[config.mk]
export PLATFORM = sky130hd
export DESIGN_NAME = rule_conf_writer
export DESIGN_NICKNAME = d
export VERILOG_FILES = /design/src/rtl/rule_conf_writer_pkg.sv /design/src/rtl/rule_conf_writer.sv
export SDC_FILE = /design/constraint.sdc
export NUM_CORES = 1
export LEC_CHECK = 0
export CAP_MARGIN = 20
export CORE_UTILIZATION = 45
export CTS_BUF_LIST = sky130_fd_sc_hd__clkbuf_2 sky130_fd_sc_hd__clkbuf_4 sky130_fd_sc_hd__clkbuf_8
export CTS_CLUSTER_SIZE = 40
export DETAILED_ROUTE_END_ITERATION = 12
export PLACE_DENSITY = 0.84
export RECOVER_POWER = 50
export SETUP_SLACK_MARGIN = 0.4
export SYNTH_ARGS = -nofsm -noshare
export SYNTH_HDL_FRONTEND = slang
export SYNTH_SLANG_ARGS = --single-unit
[constraint.sdc]
create_clock -name i_clk -period 4 [get_ports i_clk]
set_clock_uncertainty 0.1 [all_clocks]
set_input_delay 0.4 -clock i_clk [delete_from_list [all_inputs] [get_ports i_clk]]
set_output_delay 0.4 -clock i_clk [all_outputs]
set_load 0.03 [all_outputs]
[src/rtl/rule_conf_writer_pkg.sv]
// rtl/rule_conf_writer_pkg.sv - rule table types, config-bus selectors and address helper
package rule_conf_writer_pkg;

    localparam int TYPE_NUM          = 4;
    localparam int TYPE_WIDTH        = 16;
    localparam int TYPE_OFFSET_WIDTH = 8;
    localparam int KEY_FILED_NUM     = 6;
    localparam int KEY_OFFSET_WIDTH  = 6;
    localparam int HEAD_SHIFT_WIDTH  = 6;
    localparam int META_SHIFT_WIDTH  = 6;
    localparam int RULE_NUM          = 16;
    localparam int CONF_WR_NUM       = 2*TYPE_NUM + KEY_FILED_NUM + 3;

    // keyOffset MSB is the per-field valid flag, the rest is the offset.
    typedef struct packed {
        logic [TYPE_NUM-1:0][TYPE_WIDTH-1:0]          typeData;
        logic [TYPE_NUM-1:0][TYPE_WIDTH-1:0]          typeMask;
        logic [TYPE_NUM-1:0][TYPE_OFFSET_WIDTH-1:0]   typeOffset;
        logic [KEY_FILED_NUM-1:0][KEY_OFFSET_WIDTH:0] keyOffset;
        logic [HEAD_SHIFT_WIDTH-1:0]                  headShift;
        logic [META_SHIFT_WIDTH-1:0]                  metaShift;
        logic                                         typeRule_valid;
    } type_rule_t;

    typedef enum logic [2:0] {
        SEL_RULE = 3'd0,
        SEL_TYPE = 3'd1,
        SEL_TOFF = 3'd2,
        SEL_KEY  = 3'd3,
        SEL_HEAD = 3'd4,
        SEL_META = 3'd5
    } conf_sel_e;

    typedef struct packed {
        logic [31:0] addr;
        logic [31:0] wdata;
    } conf_wr_t;

    function automatic logic [31:0] conf_addr(input logic [31:0] base, input conf_sel_e sel,
                                              input logic [5:0] idx);
        return {base[31:11], sel, 2'b00, idx};
    endfunction

endpackage

[src/rtl/rule_conf_writer.sv]
// rtl/rule_conf_writer.sv - serialises one type_rule_t into ordered rule-config bus writes
// Optional feature: RULE_CONF_WR_CNT_EN adds the saturating o_wr_cnt write counter.
module rule_conf_writer
    import rule_conf_writer_pkg::*;
#(
    parameter logic [31:0] BASE_ADDR = 32'h0,
    parameter int          WR_GAP    = 0
) (
    input  logic        i_clk,
    input  logic        i_rst_n,
    input  logic        i_req_valid,
    output logic        o_req_ready,
    input  logic [5:0]  i_rule_id,
    input  type_rule_t  i_type_rule,
    output logic        o_rule_wren,
    output logic [31:0] o_rule_addr,
    output logic [31:0] o_rule_wdata,
    output logic        o_busy,
    output logic        o_done,
    output logic        o_err
`ifdef RULE_CONF_WR_CNT_EN
    ,
    output logic [31:0] o_wr_cnt
`endif
);

    localparam int TIDX_W = $clog2(TYPE_NUM);
    localparam int KIDX_W = $clog2(KEY_FILED_NUM);

    typedef enum logic [2:0] {
        ST_IDLE,
        ST_TYPE,
        ST_TOFF,
        ST_KEY,
        ST_HEAD,
        ST_META,
        ST_COMMIT,
        ST_DONE
    } wr_state_e;

    wr_state_e  state;
    wr_state_e  nxt_state;
    logic [5:0] idx;
    logic [5:0] nxt_idx;
    logic [3:0] gap;
    type_rule_t snap_rule;
    logic [5:0] snap_id;
    logic       accept;
    logic       id_bad;
    logic       slot_due;
    logic       wr_issue;
    conf_wr_t   acc_wr;
    conf_wr_t   nxt_wr;
    conf_wr_t   issue_wr;

    function automatic conf_wr_t format_wr(input wr_state_e st, input logic [5:0] i,
                                           input type_rule_t r, input logic [5:0] id);
        conf_wr_t w;
        w.addr  = '0;
        w.wdata = '0;
        case (st)
            ST_TYPE: begin
                w.addr = conf_addr(BASE_ADDR, SEL_TYPE, i);
                w.wdata[16+:TYPE_WIDTH] = r.typeData[i[TIDX_W-1:0]];
                w.wdata[0+:TYPE_WIDTH]  = r.typeMask[i[TIDX_W-1:0]];
            end
            ST_TOFF: begin
                w.addr = conf_addr(BASE_ADDR, SEL_TOFF, i);
                w.wdata[0+:TYPE_OFFSET_WIDTH] = r.typeOffset[i[TIDX_W-1:0]];
            end
            ST_KEY: begin
                w.addr = conf_addr(BASE_ADDR, SEL_KEY, i);
                w.wdata[16] = r.keyOffset[i[KIDX_W-1:0]][KEY_OFFSET_WIDTH];
                w.wdata[0+:KEY_OFFSET_WIDTH] = r.keyOffset[i[KIDX_W-1:0]][KEY_OFFSET_WIDTH-1:0];
            end
            ST_HEAD: begin
                w.addr = conf_addr(BASE_ADDR, SEL_HEAD, 6'd0);
                w.wdata[0+:HEAD_SHIFT_WIDTH] = r.headShift;
            end
            ST_META: begin
                w.addr = conf_addr(BASE_ADDR, SEL_META, 6'd0);
                w.wdata[0+:META_SHIFT_WIDTH] = r.metaShift;
            end
            ST_COMMIT: begin
                w.addr = conf_addr(BASE_ADDR, SEL_RULE, id);
                w.wdata[0] = r.typeRule_valid;
            end
            default: begin
                w.addr  = '0;
                w.wdata = '0;
            end
        endcase
        return w;
    endfunction

    assign accept   = (state == ST_IDLE) && i_req_valid && o_req_ready;
    assign id_bad   = (snap_id >= 6'(RULE_NUM));
    assign slot_due = (state inside {ST_TYPE, ST_TOFF, ST_KEY, ST_HEAD, ST_META, ST_COMMIT})
                      && (gap == 4'd0);

    // Slot that follows the write currently on the bus.
    always_comb begin
        nxt_state = state;
        nxt_idx   = idx;
        case (state)
            ST_TYPE: begin
                if (idx == 6'(TYPE_NUM-1)) begin
                    nxt_state = ST_TOFF;
                    nxt_idx   = 6'd0;
                end else begin
                    nxt_idx = idx + 6'd1;
                end
            end
            ST_TOFF: begin
                if (idx == 6'(TYPE_NUM-1)) begin
                    nxt_state = ST_KEY;
                    nxt_idx   = 6'd0;
                end else begin
                    nxt_idx = idx + 6'd1;
                end
            end
            ST_KEY: begin
                if (idx == 6'(KEY_FILED_NUM-1)) begin
                    nxt_state = ST_HEAD;
                    nxt_idx   = 6'd0;
                end else begin
                    nxt_idx = idx + 6'd1;
                end
            end
            ST_HEAD:   nxt_state = ST_META;
            ST_META:   nxt_state = ST_COMMIT;
            ST_COMMIT: nxt_state = ST_DONE;
            default: begin
                nxt_state = state;
                nxt_idx   = idx;
            end
        endcase
    end

    // The first write is formatted straight from the inputs so it can go out
    // the cycle after accept; later writes come from the snapshot.
    always_comb begin
        acc_wr   = format_wr(ST_TYPE, 6'd0, i_type_rule, i_rule_id);
        nxt_wr   = format_wr(nxt_state, nxt_idx, snap_rule, snap_id);
        issue_wr = accept ? acc_wr : nxt_wr;
        wr_issue = accept || (slot_due && (nxt_state != ST_DONE)
                              && !((nxt_state == ST_COMMIT) && id_bad));
    end

    always_ff @(posedge i_clk or negedge i_rst_n) begin
        if (!i_rst_n) begin
            state        <= ST_IDLE;
            idx          <= 6'd0;
            gap          <= 4'd0;
            snap_rule    <= '0;
            snap_id      <= 6'd0;
            o_req_ready  <= 1'b1;
            o_rule_wren  <= 1'b0;
            o_rule_addr  <= 32'd0;
            o_rule_wdata <= 32'd0;
            o_busy       <= 1'b0;
            o_done       <= 1'b0;
            o_err        <= 1'b0;
        end else begin
            o_rule_wren <= wr_issue;
            o_done      <= 1'b0;
            o_err       <= 1'b0;
            if (wr_issue) begin
                o_rule_addr  <= issue_wr.addr;
                o_rule_wdata <= issue_wr.wdata;
            end
            case (state)
                ST_IDLE: begin
                    if (accept) begin
                        snap_rule   <= i_type_rule;
                        snap_id     <= i_rule_id;
                        state       <= ST_TYPE;
                        idx         <= 6'd0;
                        gap         <= 4'(WR_GAP);
                        o_req_ready <= 1'b0;
                        o_busy      <= 1'b1;
                    end
                end
                ST_DONE: begin
                    state       <= ST_IDLE;
                    o_busy      <= 1'b0;
                    o_req_ready <= 1'b1;
                end
                default: begin
                    if (gap != 4'd0) begin
                        gap <= gap - 4'd1;
                    end else begin
                        state <= nxt_state;
                        idx   <= nxt_idx;
                        gap   <= 4'(WR_GAP);
                        if (nxt_state == ST_DONE) begin
                            o_done <= 1'b1;
                            o_err  <= id_bad;
                        end
                    end
                end
            endcase
        end
    end

`ifdef RULE_CONF_WR_CNT_EN
    always_ff @(posedge i_clk or negedge i_rst_n) begin
        if (!i_rst_n) begin
            o_wr_cnt <= 32'd0;
        end else if (wr_issue && (o_wr_cnt != 32'hFFFF_FFFF)) begin
            o_wr_cnt <= o_wr_cnt + 32'd1;
        end
    end
`endif

endmodule
; Yosys cells after proc, flatten, opt, wreduce, memory -nomap -nowiden
; Index checks and enable logic that the tools add are counted.
[classes]
muxes = 42
eq_ne = 20
n_bitwise = 1
addsub = 2
magnitude_cmp = 3
n_reduce_logical = 20
[ops]
columns = op, n
row1 = 11-bit one-hot mux with 6 select lines, 1
row2 = 16-bit binary-select mux with 2-bit select, 2
row3 = 64-bit 2-to-1 mux, 1
row4 = 16-bit 2-to-1 mux, 2
row5 = 5-bit one-hot mux with 5 select lines, 1
row6 = "3-bit equality test, second input constant", 8
row7 = 6-bit 2-to-1 mux, 4
row8 = 6-bit one-hot mux with 2 select lines, 2
row9 = 7-bit binary-select mux with 3-bit select, 1
row10 = 3-bit one-hot mux with 6 select lines, 1
row11 = 8-bit binary-select mux with 2-bit select, 1
row12 = 8-bit 2-to-1 mux, 2
row13 = 15-bit 2-to-1 mux, 1
row14 = 3-bit 2-to-1 mux, 5
row15 = "3-bit by 2-bit equality test with 1-bit output, second input constant", 4
row16 = 1-bit 2-to-1 mux, 8
row17 = 4-bit 2-to-1 mux, 2
row18 = 4-bit one-hot mux with 2 select lines, 1
row19 = 2-bit AND reduction, 4
row20 = 7-bit 2-to-1 mux, 1
row21 = "6-bit by 1-bit adder with 6-bit output, second input constant", 1
row22 = "3-bit by 1-bit equality test with 1-bit output, second input constant", 2
row23 = "6-bit by 2-bit equality test with 1-bit output, second input constant", 1
row24 = "6-bit by 3-bit equality test with 1-bit output, second input constant", 1
row25 = 22 further kinds, 31
[word_totals]
reg_bits = 303
in_bits = 224
output_inout_bits = 69
word_cells = 120

; Depth between registers and ports, before layout
[depth]
ltp_word = 8
depth_mapped = 11

; Worst setup path after synthesis
; OpenSTA, ideal clock, no wires.
[synth_path]
path_kind = register -> register
start = register idx[1]
end = register o_rule_wdata[1]
synth_period_minus_slack_ns = 2.615
required_time_ns = 3.760
t_arrival_ns = 2.375
path_stages_with_launch = 10
path_slack_ns = 1.385
cell_sequence = dfrtp_1 > ha_1 > or3b_2 > a21oi_1 > o311ai_4 > buf_6 > buf_6 > mux2i_1 > a222oi_1 > o211ai_1
[synth_via]
elab_chain_cells = 8
word_cells_on_any_way = 30
cone_classes = 1 x add/sub / 9 x eq/ne / 15 x mux / 5 x reduce/logical
[synth_lines]
columns = element, line_no
row1 = start: declaration, rule_conf_writer.sv:43  ; logic [5:0] idx;
row2 = start signal: assignment, rule_conf_writer.sv:194  ; idx <= nxt_idx;
row3 = branches (longest 8 deep; another with 6-bit by 1-bit adder with 6-bit output), -
row4 = end signal: assignment, rule_conf_writer.sv:170  ; o_rule_wdata <= issue_wr.wdata;
row5 = end: declaration, rule_conf_writer.sv:17  ; output logic [31:0] o_rule_wdata,
; Parallel ways; which one is timed is not known. The select of a mux whose other input is x is not followed.
; A chain may end at the register's enable or synchronous reset.

; Worst setup path after layout
[layout_path]
start = register state[2]
end = register o_rule_wdata[0]
[layout_via]
elab_chain_cells = 7
word_cells_on_any_way = 37
cone_classes = 13 x eq/ne / 13 x mux / 11 x reduce/logical
[layout_lines]
columns = element, line_no
row1 = start: declaration, rule_conf_writer.sv:41  ; wr_state_e state;
row2 = start signal: assignment, rule_conf_writer.sv:193  ; state <= nxt_state;
row3 = "3-bit by 1-bit equality test with 1-bit output, or another cell as far along", "rule_conf_writer.sv:98, rule_conf_writer.sv:105"
row4 = 2-bit OR reduction (no source line) or 3-bit one-hot mux with 6 select lines (tied branches), -
row5 = 6-bit one-hot mux with 2 select lines or 3-bit equality test (tied branches), "rule_conf_writer.sv:105, rule_conf_writer.sv:61, rule_conf_writer.sv:147"
row6 = "7-bit binary-select mux with 3-bit select, or another cell as far along", rule_conf_writer.sv:74  ; w.wdata[0+:KEY_OFFSET_WIDTH] = r.keyOffset[i[KIDX_W-1:0]][KEY_OFFSET_WIDTH-1:0];
row7 = "7-bit 2-to-1 mux (not written as such), or another cell as far along", rule_conf_writer.sv:74
row8 = 1-bit one-hot mux with 6 select lines or 1-bit logical AND (tied branches), "rule_conf_writer.sv:61, rule_conf_writer.sv:147"
row9 = 64-bit 2-to-1 mux or 1-bit logical OR (tied branches), "rule_conf_writer.sv:145, rule_conf_writer.sv:146"
; Several ways; a longest one is shown, not always the timed one. The select of a mux whose other input is x is not followed.

==> flow_summary.rst <==
.. list-table::
   :header-rows: 1

   * - Metric
     - Value
   * - Total congestion overflow after global routing
     - 0
   * - TritonCTS buffer count
     - 46
   * - LEAKAGE
     - approximately 8.6 nW
   * - Normalized max-slew margin
     - -91.7%
   * - Data arrival time of the critical path
     - about 3.8 ns
   * - Area inside the core boundary
     - between 20000 and 30000 µm²
   * - Fraction of synthesis flops using an asynchronous set or reset pin
     - between 90% and 100%
   * - Vias per Instance
     - about 5.3
   * - Class of the most critical setup path
     - reg2reg
   * - Final max-slew violation count
     - ~110
   * - EDFF count, synth
     - 0
   * - Worst-margin pin slew
     - 2.88 ns
   * - Total of flip-flops plus latches after synthesis
     - 280
   * - Post-route DRC
     - 0
   * - Final sum of negative setup slack
     - 0 ns
   * - Share of synthesized area occupied by flip-flops and latches
     - 53.5%
   * - Final hold slack
     - roughly 0.26 ns
   * - Footprint of the flip-flops and latches
     - between 7000 and 8000 µm²
   * - Die outline width
     - roughly 170 µm
   * - Total GRT Usage
     - 25.7%
   * - Required time at the endpoint of the critical path
     - 4.35 ns
   * - Setup Slack @ Placement
     - 0.575 ns
   * - Initial antenna violation count
     - 2
   * - Average wire length per cell after detail routing
     - roughly 18 µm
   * - Final GP Congestion
     - approximately 0.9
   * - Clock-pin slew reported for the worst setup and hold paths after clock tree synthesis
     - about 0.07 ns
   * - Mapped cell area
     - around 13000 µm²
   * - Number of fillers in the final layout
     - 2446
   * - Highest clock rate
     - about 290 MHz
   * - PortBufs
     - 269
   * - Multi-input gate area
     - about 5600 µm²
   * - Worst skew pair latency
     - around 0.56 ns
   * - Number of antenna-violating nets in the routed design
     - 0
   * - Max Fanout on Critical Path
     - 26
   * - Buffer type at the clock tree root
     - sky130_fd_sc_hd__clkbuf_8
   * - Floorplan die area
     - 29800 µm²
   * - CP Launch Point
     - state[2]
   * - Pin count of the biggest net entering global routing
     - 119
   * - Final layout net count
     - about 2000
   * - Wire length of the first global-routing pass
     - about 60000 µm
   * - FF-to-FF setup slack
     - roughly 0.56 ns
   * - Dominant register cell in the synthesized netlist
     - sky130_fd_sc_hd__dfrtp_1
   * - Kind of start point of the critical path
     - flop
   * - Share of post-route cells with drive strength above 1
     - roughly 7.2%
   * - Synthesis warning total
     - 0
   * - Count of maximum capacitance violations
     - 1
   * - Worst vdd rail ir drop
     - between 300 and 400 µV
   * - Starting DRC count in detailed routing
     - roughly 1200
   * - Number of I/O pins
     - 293
   * - Hold Vio Cnt, Final
     - 0
   * - Signed area change from the synthesized netlist to the final layout
     - 30.2%
   * - Vias in the first global route
     - ~12000
   * - R2r endpoint
     - o_rule_wdata[0]
   * - Post-synthesis area per instance
     - 8.79 µm²
   * - Placement row count
     - a little over 60
   * - Clock period minus worst slack
     - 3.44 ns
   * - Power density relative to cell area
     - around 560 nW/µm²
   * - CTS tree
     - built
   * - Cells after synthesis
     - approximately 1500
   * - Number of unique standard cell types used by synthesis
     - 62
   * - Clock Sink Count
     - 280
   * - Maximum number of buffers from clock root to sink
     - 3
   * - Crit. End Element
     - flop
   * - Post-route setup slack
     - between 0.5 and 0.6 ns
   * - Number of cells traversed by the worst register-to-register path
     - 9
   * - Min-delay worst type
     - in2reg
   * - Effective utilization at floorplan
     - between 40% and 50%
   * - Final period util
     - between 80% and 90%
   * - Drt first pass iters
     - 7
   * - Detailed placer's ending HPWL
     - approximately 26000 µm
   * - Setup repair after global routing missed its margin
     - no
   * - Detailed-route wire length
     - about 38000 µm
   * - Last element of the critical path
     - o_rule_wdata[0]
   * - Floorplan die height
     - roughly 170 µm
   * - H-tree Lvls
     - 2
   * - Vias after detailed routing
     - ~11000
   * - Total setup violations reported at the end of the flow
     - 0
   * - Violations in the final reports
     - capacitance limit, slew limit
   * - Outcome
     - complete, but fails checks
   * - R2r startpoint
     - state[2]
[critical path, stage by stage, from the launching register on]
cell	delay, ns
sky130_fd_sc_hd__dfrtp_1	0.45
sky130_fd_sc_hd__clkbuf_1	0.50
sky130_fd_sc_hd__inv_1	0.38
sky130_fd_sc_hd__nor3_1	0.19
sky130_fd_sc_hd__buf_4	0.25
sky130_fd_sc_hd__a32oi_1	0.30
sky130_fd_sc_hd__nand2_1	0.10
sky130_fd_sc_hd__a221o_1	0.27
sky130_fd_sc_hd__or4_1	0.55
sky130_fd_sc_hd__o31a_1	0.26
[worst min-delay path by stage]
stage                           startpoint              to  slack [ns]  cells past startpoint
after floorplan                    i_rst_n          gap[0]       0.004                      0
after global placement      snap_rule[164]  snap_rule[164]        0.35                      2
after global routing      i_type_rule[117]  snap_rule[117]        0.25                      3
final                      i_type_rule[50]   snap_rule[50]        0.26                      3
after detailed placement     snap_rule[95]   snap_rule[95]        0.36                      2
after CTS                  i_type_rule[50]   snap_rule[50]        0.23                      3
[registers in the layout, summed over array words and instances, names as in the netlist]
register	count
o_err	1
o_rule_addr	9
o_req_ready	1
o_done	1
gap	4
idx	6
o_busy	1
o_rule_wren	1
state	3
snap_rule	215
o_rule_wdata	32
snap_id	6
[area by class of cell]
| type | instances | share of cell area [%] |
|---|---|---|
| multi-input cells | 1117 | 33.0 |
| inverters | 7 | 0.154 |
| diodes | 2 | 0.0293 |
| clock buffers | 70 | 5.06 |
| repair buffers | 295 | 17.3 |
| well taps | 384 | 2.82 |
| clock inverters | 11 | 0.550 |
| flip-flops and latches | 280 | 41.1 |
[through the flow]
| stage | std cells | cell area [µm²] | utilization (%) | power (W) |
|---|---|---|---|---|
| after detailed placement | 2077 | 16100 | 56.0 | 0.00700 |
| after global routing | 2166 | 17100 | 59.4 | 0.0101 |
| after CTS | 2159 | 17000 | 59.3 | 0.00964 |
| after global placement | 2077 | 16100 | 56.0 | 0.00689 |
| final | 2166 | 17100 | 59.4 | 0.00963 |
| after floorplan | 1512 | 13200 | - | 0.00578 |
[cells by family after synthesis]
kind of cell | count (synthesis) | share of synthesized area, %
AOI/OAI and AO/OA | 138 | 8.15
xor gates and xnor gates | 5 | 0.334
adders and majority gates | 4 | 0.382
buffers and inverters | 115 | 4.34
DFF | 280 | 53.5
muxes | 101 | 7.97
other | 1 | 0.0286
and+or+nand+nor | 846 | 25.3
[cell usage after synthesis, types with 2 or more instances]
library cell	count	area, µm²
sky130_fd_sc_hd__nand2_1	724	2720
sky130_fd_sc_hd__dfrtp_1	279	6980
sky130_fd_sc_hd__mux2i_1	74	741
sky130_fd_sc_hd__clkbuf_1	62	233
sky130_fd_sc_hd__nor2_1	48	180
sky130_fd_sc_hd__nand3_1	36	180
sky130_fd_sc_hd__buf_4	27	203
sky130_fd_sc_hd__o21ai_0	23	115
sky130_fd_sc_hd__a211o_1	19	166
sky130_fd_sc_hd__mux2_1	17	191
sky130_fd_sc_hd__a21oi_1	16	80.1
sky130_fd_sc_hd__nor3_1	14	70.1
sky130_fd_sc_hd__buf_2	10	50.1
sky130_fd_sc_hd__mux2_2	10	113
sky130_fd_sc_hd__a211oi_1	9	67.6
sky130_fd_sc_hd__a22oi_1	9	67.6
sky130_fd_sc_hd__o211ai_1	9	67.6
sky130_fd_sc_hd__o22ai_1	7	43.8
sky130_fd_sc_hd__a221o_1	6	60.1
sky130_fd_sc_hd__buf_1	6	22.5
sky130_fd_sc_hd__inv_1	6	22.5
sky130_fd_sc_hd__o221ai_1	6	52.6
sky130_fd_sc_hd__a21o_1	4	30.0
sky130_fd_sc_hd__a222oi_1	4	40.0
sky130_fd_sc_hd__and2_1	4	25.0
sky130_fd_sc_hd__ha_1	4	50.1
sky130_fd_sc_hd__nor2b_1	4	25.0
sky130_fd_sc_hd__xnor2_1	4	35.0
sky130_fd_sc_hd__a22o_1	3	26.3
sky130_fd_sc_hd__a31oi_1	3	18.8
sky130_fd_sc_hd__and3_1	3	18.8
sky130_fd_sc_hd__buf_6	3	33.8
sky130_fd_sc_hd__nand4_1	3	18.8
sky130_fd_sc_hd__nand2b_1	2	12.5
sky130_fd_sc_hd__nand4bb_1	2	22.5
sky130_fd_sc_hd__o21a_1	2	15.0
sky130_fd_sc_hd__o31a_1	2	17.5
sky130_fd_sc_hd__o31ai_1	2	15.0
[layout by cell type, fill, tap and decap left out, types with 15 or more instances in the layout]
| master | n |
|---|---|
| sky130_fd_sc_hd__nand2_1 | 724 |
| sky130_fd_sc_hd__dfrtp_1 | 279 |
| sky130_fd_sc_hd__clkdlybuf4s50_1 | 250 |
| sky130_fd_sc_hd__mux2i_1 | 74 |
| sky130_fd_sc_hd__clkbuf_8 | 54 |
| sky130_fd_sc_hd__nor2_1 | 48 |
| sky130_fd_sc_hd__nand3_1 | 35 |
| sky130_fd_sc_hd__o21ai_0 | 23 |
| sky130_fd_sc_hd__conb_1 | 23 |
| sky130_fd_sc_hd__a211o_1 | 19 |
| sky130_fd_sc_hd__dlygate4sd3_1 | 19 |
| sky130_fd_sc_hd__buf_4 | 19 |
| sky130_fd_sc_hd__mux2_1 | 17 |
| sky130_fd_sc_hd__clkbuf_4 | 16 |
| sky130_fd_sc_hd__a21oi_1 | 15 |
[layer usage]
metal / vias to the layer above / track usage, % / routed length, µm
li1: 5356 / - / -
met1: 5566 / 35.6 / 16800
met2: 492 / 40.3 / 17600
met3: 85 / 4.27 / 2560
met4: 0 / 10.5 / 1290
met5: - / 0 / 0
[repair_timing]
action | 4_1_cts | 5_1_grt
hold buffers | 1 | 0
gates resized for setup | 0 | 0
endpoints found under the hold margin | 103 | 0
setup endpoints to repair | 0 | 4
setup buffers | 0 | 5
[power breakdown]
part	internal [W]	total, W	switching, W
registers	0.00329	0.00359	0.000305
clock network	0.00144	0.00260	0.00116
logic	0.00144	0.00344	0.00200
Power figures use the tool's default switching activity.
